--- src/rtl/vmem_seq_pkg.sv ---
// ---------------------------------------------------------------------------
// vmem_seq_pkg
// Shared definitions for the vector memory sequencer and the processor top:
// FSM state encoding, Op encodings and the default vector geometry.
// Optional feature macro used by the sequencer: VMEM_STRIDE_EN.
// ---------------------------------------------------------------------------
package vmem_seq_pkg;

  // Default vector geometry, also used by the processor top-level
  localparam int ELEMS_DEF = 16;
  localparam int DW_DEF    = 16;
  localparam int AW_DEF    = 16;

  // Op encodings
  localparam logic OP_VLD = 1'b0;
  localparam logic OP_VST = 1'b1;

  // Sequencer states
  typedef enum logic [2:0] {
    IDLE   = 3'd0,
    LOAD   = 3'd1,
    DRAIN  = 3'd2,
    STORE  = 3'd3,
    FINISH = 3'd4
  } vmemState_t;

  // Width of the element counter; at least one bit even for ELEMS=1
  function automatic int kWidth(input int n);
    return (n > 1) ? $clog2(n) : 1;
  endfunction

endpackage

--- src/rtl/vmem_addr_gen.sv ---
// ---------------------------------------------------------------------------
// vmem_addr_gen
// Element address generator for the vector memory sequencer. Holds the
// running address (starting at Base), the step and the element index k.
// Addresses wrap modulo 2^AW.
//
// Ports:
//   Clk      - clock, rising edge
//   Reset_n  - asynchronous active-low reset
//   Start    - load Base/Step and clear k
//   Advance  - move to the next element (k+1, Addr+Step)
//   Base     - address of element 0
//   Step     - address increment between elements
//   Addr     - current element address
//   K        - current element index
// ---------------------------------------------------------------------------
module vmem_addr_gen
  import vmem_seq_pkg::*;
#(
  parameter int AW = AW_DEF,
  parameter int KW = 4
) (
  input  logic          Clk,
  input  logic          Reset_n,
  input  logic          Start,
  input  logic          Advance,
  input  logic [AW-1:0] Base,
  input  logic [AW-1:0] Step,
  output logic [AW-1:0] Addr,
  output logic [KW-1:0] K
);

  logic [AW-1:0] stepReg;

  // The address is kept as a running sum rather than Base+k*step, so no
  // multiplier is needed; the AW-bit adder wraps naturally.
  always_ff @(posedge Clk or negedge Reset_n) begin
    if (!Reset_n) begin
      Addr    <= '0;
      stepReg <= '0;
      K       <= '0;
    end else if (Start) begin
      Addr    <= Base;
      stepReg <= Step;
      K       <= '0;
    end else if (Advance) begin
      Addr    <= Addr + stepReg;
      K       <= K + 1'b1;
    end
  end

endmodule

--- src/rtl/vmem_seq.sv ---
// ---------------------------------------------------------------------------
// vmem_seq
// Vector load/store sequencer. A Start request transfers ELEMS elements of
// DW bits between memory and a vector register, one element per cycle.
// Loads assemble the vector from memory (1-cycle read latency) and pulse
// VecWR on completion; stores stream the latched VecIn to memory.
//
// Ports:
//   Clk, Reset_n   - clock (rising edge), asynchronous active-low reset
//   Start, Op      - transfer request; Op 0 = vld, 1 = vst
//   Base           - address of element 0
//   Stride         - element address step (only with VMEM_STRIDE_EN)
//   VecIn          - store source vector, element k at [DW*k +: DW]
//   Abort          - terminate the transfer in progress
//   DataIn         - memory read data
//   Addr, RD, WR   - memory address and read/write strobes
//   DataOut        - memory write data
//   VecOut, VecWR  - assembled load vector and its register-file strobe
//   Busy, Done     - transfer in progress / one-cycle completion pulse
//
// Configuration macro: VMEM_STRIDE_EN adds the Stride input; without it
// the element step is fixed at 1.
// ---------------------------------------------------------------------------
module vmem_seq
  import vmem_seq_pkg::*;
#(
  parameter int ELEMS = ELEMS_DEF,
  parameter int DW    = DW_DEF,
  parameter int AW    = AW_DEF
) (
  input  logic                Clk,
  input  logic                Reset_n,
  input  logic                Start,
  input  logic                Op,
  input  logic [AW-1:0]       Base,
`ifdef VMEM_STRIDE_EN
  input  logic [AW-1:0]       Stride,
`endif
  input  logic [ELEMS*DW-1:0] VecIn,
  input  logic                Abort,
  input  logic [DW-1:0]       DataIn,
  output logic [AW-1:0]       Addr,
  output logic                RD,
  output logic                WR,
  output logic [DW-1:0]       DataOut,
  output logic [ELEMS*DW-1:0] VecOut,
  output logic                VecWR,
  output logic                Busy,
  output logic                Done
);

  localparam int KW = kWidth(ELEMS);
  localparam logic [KW-1:0] KMAX = KW'(ELEMS - 1);

  vmemState_t          state;
  logic                opLatched;
  logic [ELEMS*DW-1:0] vecLatched;
  logic [ELEMS*DW-1:0] loadBuf;
  logic [ELEMS*DW-1:0] bufNext;
  logic                capValid;
  logic [KW-1:0]       capIdx;
  logic                rdReg;
  logic                wrReg;
  logic                doneReg;
  logic                vecWrReg;
  logic                busyReg;
  logic [DW-1:0]       dataOutReg;
  logic [ELEMS*DW-1:0] vecOutReg;
  logic [KW-1:0]       kCur;
  logic [AW-1:0]       stepSel;
  logic                startAccept;
  logic                addrAdvance;

`ifdef VMEM_STRIDE_EN
  assign stepSel = Stride;
`else
  assign stepSel = AW'(1);
`endif

  // Start is only honoured in IDLE; it outranks a simultaneous Abort there
  assign startAccept = (state == IDLE) && Start;

  // k stops at the last element so Addr still shows it during DRAIN/FINISH
  assign addrAdvance = ((state == LOAD) || (state == STORE)) && !Abort && (kCur != KMAX);

  vmem_addr_gen #(
    .AW (AW),
    .KW (KW)
  ) uAddrGen (
    .Clk     (Clk),
    .Reset_n (Reset_n),
    .Start   (startAccept),
    .Advance (addrAdvance),
    .Base    (Base),
    .Step    (stepSel),
    .Addr    (Addr),
    .K       (kCur)
  );

  // Read data returns one cycle after RD, so the slot to fill is the index
  // remembered from the previous LOAD cycle, merged here into the buffer.
  always_comb begin
    bufNext = loadBuf;
    if (capValid) begin
      bufNext[int'(capIdx)*DW +: DW] = DataIn;
    end
  end

  // Sequencer FSM with registered strobes. Partial load data lives in
  // loadBuf and only reaches VecOut when DRAIN completes, so an abort leaves
  // VecOut untouched.
  always_ff @(posedge Clk or negedge Reset_n) begin
    if (!Reset_n) begin
      state      <= IDLE;
      opLatched  <= OP_VLD;
      vecLatched <= '0;
      loadBuf    <= '0;
      capValid   <= 1'b0;
      capIdx     <= '0;
      rdReg      <= 1'b0;
      wrReg      <= 1'b0;
      doneReg    <= 1'b0;
      vecWrReg   <= 1'b0;
      busyReg    <= 1'b0;
      dataOutReg <= '0;
      vecOutReg  <= '0;
    end else begin
      doneReg  <= 1'b0;
      vecWrReg <= 1'b0;
      capValid <= 1'b0;
      case (state)
        IDLE: begin
          if (Start) begin
            opLatched  <= Op;
            vecLatched <= VecIn;
            busyReg    <= 1'b1;
            if (Op == OP_VLD) begin
              state <= LOAD;
              rdReg <= 1'b1;
            end else begin
              state      <= STORE;
              wrReg      <= 1'b1;
              dataOutReg <= VecIn[DW-1:0];
            end
          end
        end
        LOAD: begin
          if (Abort) begin
            state   <= IDLE;
            rdReg   <= 1'b0;
            busyReg <= 1'b0;
          end else begin
            loadBuf  <= bufNext;
            capValid <= 1'b1;
            capIdx   <= kCur;
            if (kCur == KMAX) begin
              state <= DRAIN;
              rdReg <= 1'b0;
            end
          end
        end
        DRAIN: begin
          if (Abort) begin
            state   <= IDLE;
            busyReg <= 1'b0;
          end else begin
            vecOutReg <= bufNext;
            state     <= FINISH;
            doneReg   <= 1'b1;
            vecWrReg  <= (opLatched == OP_VLD);
          end
        end
        STORE: begin
          if (Abort) begin
            state   <= IDLE;
            wrReg   <= 1'b0;
            busyReg <= 1'b0;
          end else if (kCur == KMAX) begin
            state   <= FINISH;
            wrReg   <= 1'b0;
            doneReg <= 1'b1;
          end else begin
            dataOutReg <= vecLatched[(int'(kCur) + 1)*DW +: DW];
          end
        end
        FINISH: begin
          state   <= IDLE;
          busyReg <= 1'b0;
        end
        default: begin
          state   <= IDLE;
          rdReg   <= 1'b0;
          wrReg   <= 1'b0;
          busyReg <= 1'b0;
        end
      endcase
    end
  end

  assign RD      = rdReg;
  assign WR      = wrReg;
  assign Done    = doneReg;
  assign VecWR   = vecWrReg;
  assign Busy    = busyReg;
  assign DataOut = dataOutReg;
  assign VecOut  = vecOutReg;

endmodule

--- config.mk ---
export PLATFORM = sky130hd
export DESIGN_NAME = vmem_seq
export DESIGN_NICKNAME = d
export VERILOG_FILES = /design/src/rtl/vmem_seq_pkg.sv /design/src/rtl/vmem_addr_gen.sv /design/src/rtl/vmem_seq.sv
export SDC_FILE = /design/constraint.sdc
export NUM_CORES = 2
export LEC_CHECK = 0
export ABC_AREA = 0
export CAP_MARGIN = 20
export CELL_PAD_IN_SITES_DETAIL_PLACEMENT = 0
export CELL_PAD_IN_SITES_GLOBAL_PLACEMENT = 1
export CORE_ASPECT_RATIO = 0.6
export CORE_UTILIZATION = 28
export DETAILED_ROUTE_END_ITERATION = 10
export DONT_BUFFER_PORTS = 1
export PLACE_DENSITY = 0.57
export SYNTH_ARGS = -nofsm -noshare
export SYNTH_HDL_FRONTEND = slang
export SYNTH_SLANG_ARGS = --single-unit
--- constraint.sdc ---
create_clock -name Clk -period 3.3 [get_ports Clk]
set_input_delay 0.33 -clock Clk [delete_from_list [all_inputs] [get_ports Clk]]
set_output_delay 0.33 -clock Clk [all_outputs]
set_load 0.05 [all_outputs]
==> results.cfg <==
[finish]
layout_filler_cell_count = 12800
areaGrowthSynthToFinish_pct = 22.5
finalNetCount = 4069
layout-drive-gt1-share_pct = 9.11

[clock_network]
tritoncts_clock_tree = built
cts_buffer_depth = 3
worst_skew_pair.late_latency_ps = 680
clk_pin_slew_worst_paths_ps = 60
cts-root-buf = sky130_fd_sc_hd__clkbuf_16
deepest_level_of_the_cts_h_tree = 3
cts_buffers = 86
clock-sinks = 803

[worst_setup_path]
worst_r2r_path_depth = 8
cp_data_arrival_time_ps = 3760
worstSetupStartpointType = flop
crit_fanout = 16
type_of_destination_of_the_critical_path = flop
worst_r2r_endpoint = loadBuf[59]
timing.critical_path.cells = nor3_1, ha_1, nand2_1, or4b_1, or3_1, buf_4, mux2_4, dlygate4sd3_1
regToRegSetupSlack_ps = 100
worst-setup-path-type = reg2reg
slowest_stage = sky130_fd_sc_hd__dlygate4sd3_1
crit_required_ps = 3860
crit_path_max_incr_delay_ps = 550
regToRegStartpoint = capIdx[2]
critPathTopFamily = simple AND/OR/NAND/NOR gates
cp_num_buf_inv = 2

[sta]
tightest_slew_ps = 1280
number_of_failing_setup_endpoints_in_the_final_timing_report = 0
whs_ps = -417
final_hold_viols = 113
worst_clock_skew_ps = 19.5
grt_setup_unrepaired = false
max_clock_freq_mhz = 313
fraction_of_the_cycle_the_final_worst_path_needs_pct = 96.9
setup-tns-final_ps = 0
layout_setup_ws_ps = 103
final-max-slew-violation-count = 0
min_period_ps = 3200
relSlewSlack_pct = 14.5

[synthesis]
asyncSetResetFlopFracSynth_pct = 100
mappedNetlistNets = 3850
synth.distinct_cells = 52
post-synth-top-count-cell = sky130_fd_sc_hd__nand2_1
synth_area_leader_cell = sky130_fd_sc_hd__dfrtp_1
synth.cell_area_sq_mm = 0.0351
count_of_state_elements_after_synthesis = 803
number_of_synthesized_flops_with_an_enable_pin = 0
synthDominantCellAreaShare_pct = 57.3
ys.warnings.count = 0
commonest_register_cell_after_synthesis = sky130_fd_sc_hd__dfrtp_1
syn-mean-instance-area_sq_um = 9.87
ys_seq_area_share_pct = 57.3
syn-instance-count = 3552
synth_commonest_cells = sky130_fd_sc_hd__nand2_1 (1247), sky130_fd_sc_hd__dfrtp_1 (803), sky130_fd_sc_hd__o21ai_0 (410)
top_cells_by_area_synth = sky130_fd_sc_hd__dfrtp_1 (57%), sky130_fd_sc_hd__nand2_1 (13%), sky130_fd_sc_hd__mux2i_1 (9.1%), sky130_fd_sc_hd__o21ai_0 (5.9%), sky130_fd_sc_hd__mux2_2 (2.8%)

[drt]
drc = 0
final_antenna_net_count = 0
drt_first_pass_iters = 6
route.final.wire_length_um = 128000
vias = 26200
drt_iter0_drc = 2022
wl_per_cell_um = 23.3
route.detailed.vias_per_inst = 4.74

[placed_design]
gpl.final_weighted_congestion = 0.816
half_perimeter_wire_length_after_detailed_placement_um = 84400
port_buffers = 0
detailedPlace.worstSlack_ps = 537

[floorplanning]
total_core_area_sq_mm = 0.124
dieWidth_um = 459
die_area_sq_mm = 0.127
die_h_um = 276
floorplan.initialDensity_pct = 28.3
pin_count = 586
rows = 100

[power]
cellLeakagePower_nw = 19.9
irDropWorstVdd_uv = 375
power_density_mw_per_mm2 = 758

[global_routing]
globalRoute.totalOverflow = 0
grt_max_degree = 804
grt_pass1_vias = 26200
grt_util_all_layers_pct = 20.1
grt_pass1_wl_um = 189000
antenna_found_initial = 17

[run_status]
failed_checks = hold timing
status = finished with violations

[run]
max-cap-violations = 0

[worst_hold_path]
worst_hold_path_type = in2async
==> placed cells by master (no fill, tap or decap), types with 34 or more instances in the layout <==
cell type	count
sky130_fd_sc_hd__nand2_1	1247
sky130_fd_sc_hd__dfrtp_1	800
sky130_fd_sc_hd__o21ai_0	410
sky130_fd_sc_hd__mux2i_1	319
sky130_fd_sc_hd__dlygate4sd3_1	297
sky130_fd_sc_hd__clkbuf_16	89
sky130_fd_sc_hd__mux2_2	86
sky130_fd_sc_hd__nor2_1	69
sky130_fd_sc_hd__buf_4	66
sky130_fd_sc_hd__and2_1	38
sky130_fd_sc_hd__nand3_1	34
==> worst register-to-register path: cells and delay by family, from the launching register on <==
| kind | cells | cell delay (ps) |
|---|---|---|
| muxes | 1 | 350 |
| and+or+nand+nor | 4 | 1270 |
| buffers and inverters | 2 | 790 |
| DFF | 1 | 470 |
| adders and majority gates | 1 | 190 |
==> through the flow <==
stage          power, W  std cells  area [sq um]  util (%)
3_3_place_gp     0.0221       5057         36900      29.8
2_1_floorplan    0.0192       3552         35100         -
5_1_grt          0.0344       5519         43000      34.6
6_report         0.0326       5520         43000      34.6
4_1_cts          0.0327       5507         42800      34.5
3_5_place_dp     0.0222       5057         36900      29.8
==> logic make-up (layout without fill, tap and decap cells) <==
| logic type | after synthesis | in the layout | synth area share [%] |
|---|---|---|---|
| and+or+nand+nor | 1484 | 1484 | 17.1 |
| DFF | 803 | 803 | 57.3 |
| xor gates and xnor gates | 17 | 17 | 0.424 |
| other | 0 | 7 | 0 |
| muxes | 431 | 431 | 13.3 |
| adders and majority gates | 5 | 5 | 0.178 |
| AOI/OAI and AO/OA | 551 | 551 | 8.67 |
| buffers and inverters | 261 | 539 | 3.02 |
==> what timing repair did <==
item	in CTS	in global routing
setup buffers	0	0
hold buffers	303	1
hold endpoints to repair	1400	426
setup endpoints to repair	0	1
resized for setup	0	1
==> final cells by class <==
class                      count  area [sq um]  share of cell area (%)
antenna                        7          17.5                  0.0408
clock buffer                 128          2530                    5.90
clock inverter                19           238                   0.553
inverter                       6          22.5                  0.0524
multi-input combinational   2488         14000                    32.5
sequential                   803         20100                    46.8
tap                         1683          2110                    4.90
timing repair buffer         386          3970                    9.25
==> registers in the layout, summed over array words and instances, names as in the netlist <==
name / flops
Busy: 1
DataOut: 16
Done: 1
RD: 1
VecOut: 256
VecWR: 1
WR: 1
capIdx: 4
capValid: 1
loadBuf: 256
opLatched: 1
state: 3
uAddrGen.Addr: 16
uAddrGen.K: 4
uAddrGen.stepReg: 1
vecLatched: 240
==> report_power, final <==
| part | switching [W] | total, W | leakage, nW | internal (W) |
|---|---|---|---|---|
| Clock | 0.00432 | 0.00988 | 1.37 | 0.00556 |
| Combinational | 0.00551 | 0.00833 | 7.84 | 0.00282 |
| Sequential | 0.00266 | 0.0144 | 10.7 | 0.0117 |
==> worst max path at each step <==
stage / slack [ps] / depth (start not counted) / startpoint / endpoint
final: 100 / 8 / capIdx[2] / loadBuf[59]
after global routing: 30 / 8 / capIdx[0] / loadBuf[59]
after CTS: 80 / 8 / capIdx[2] / loadBuf[59]
after detailed placement: 540 / 8 / capIdx[2] / VecOut[175]
after global placement: 570 / 8 / capIdx[2] / loadBuf[154]
after floorplan: 580 / 10 / capIdx[0] / VecOut[47]
==> routing by layer <==
layer  GRT usage (%)  vias up  share of wire (%)
met3            4.91      153                6.2
met2            28.7      609                 42
met4            5.03       10                2.5
li1                -    12300                  -
met1            30.1    13100                 49
met5               0        -              0.058
Note: power is estimated with default switching activity, not from simulation.
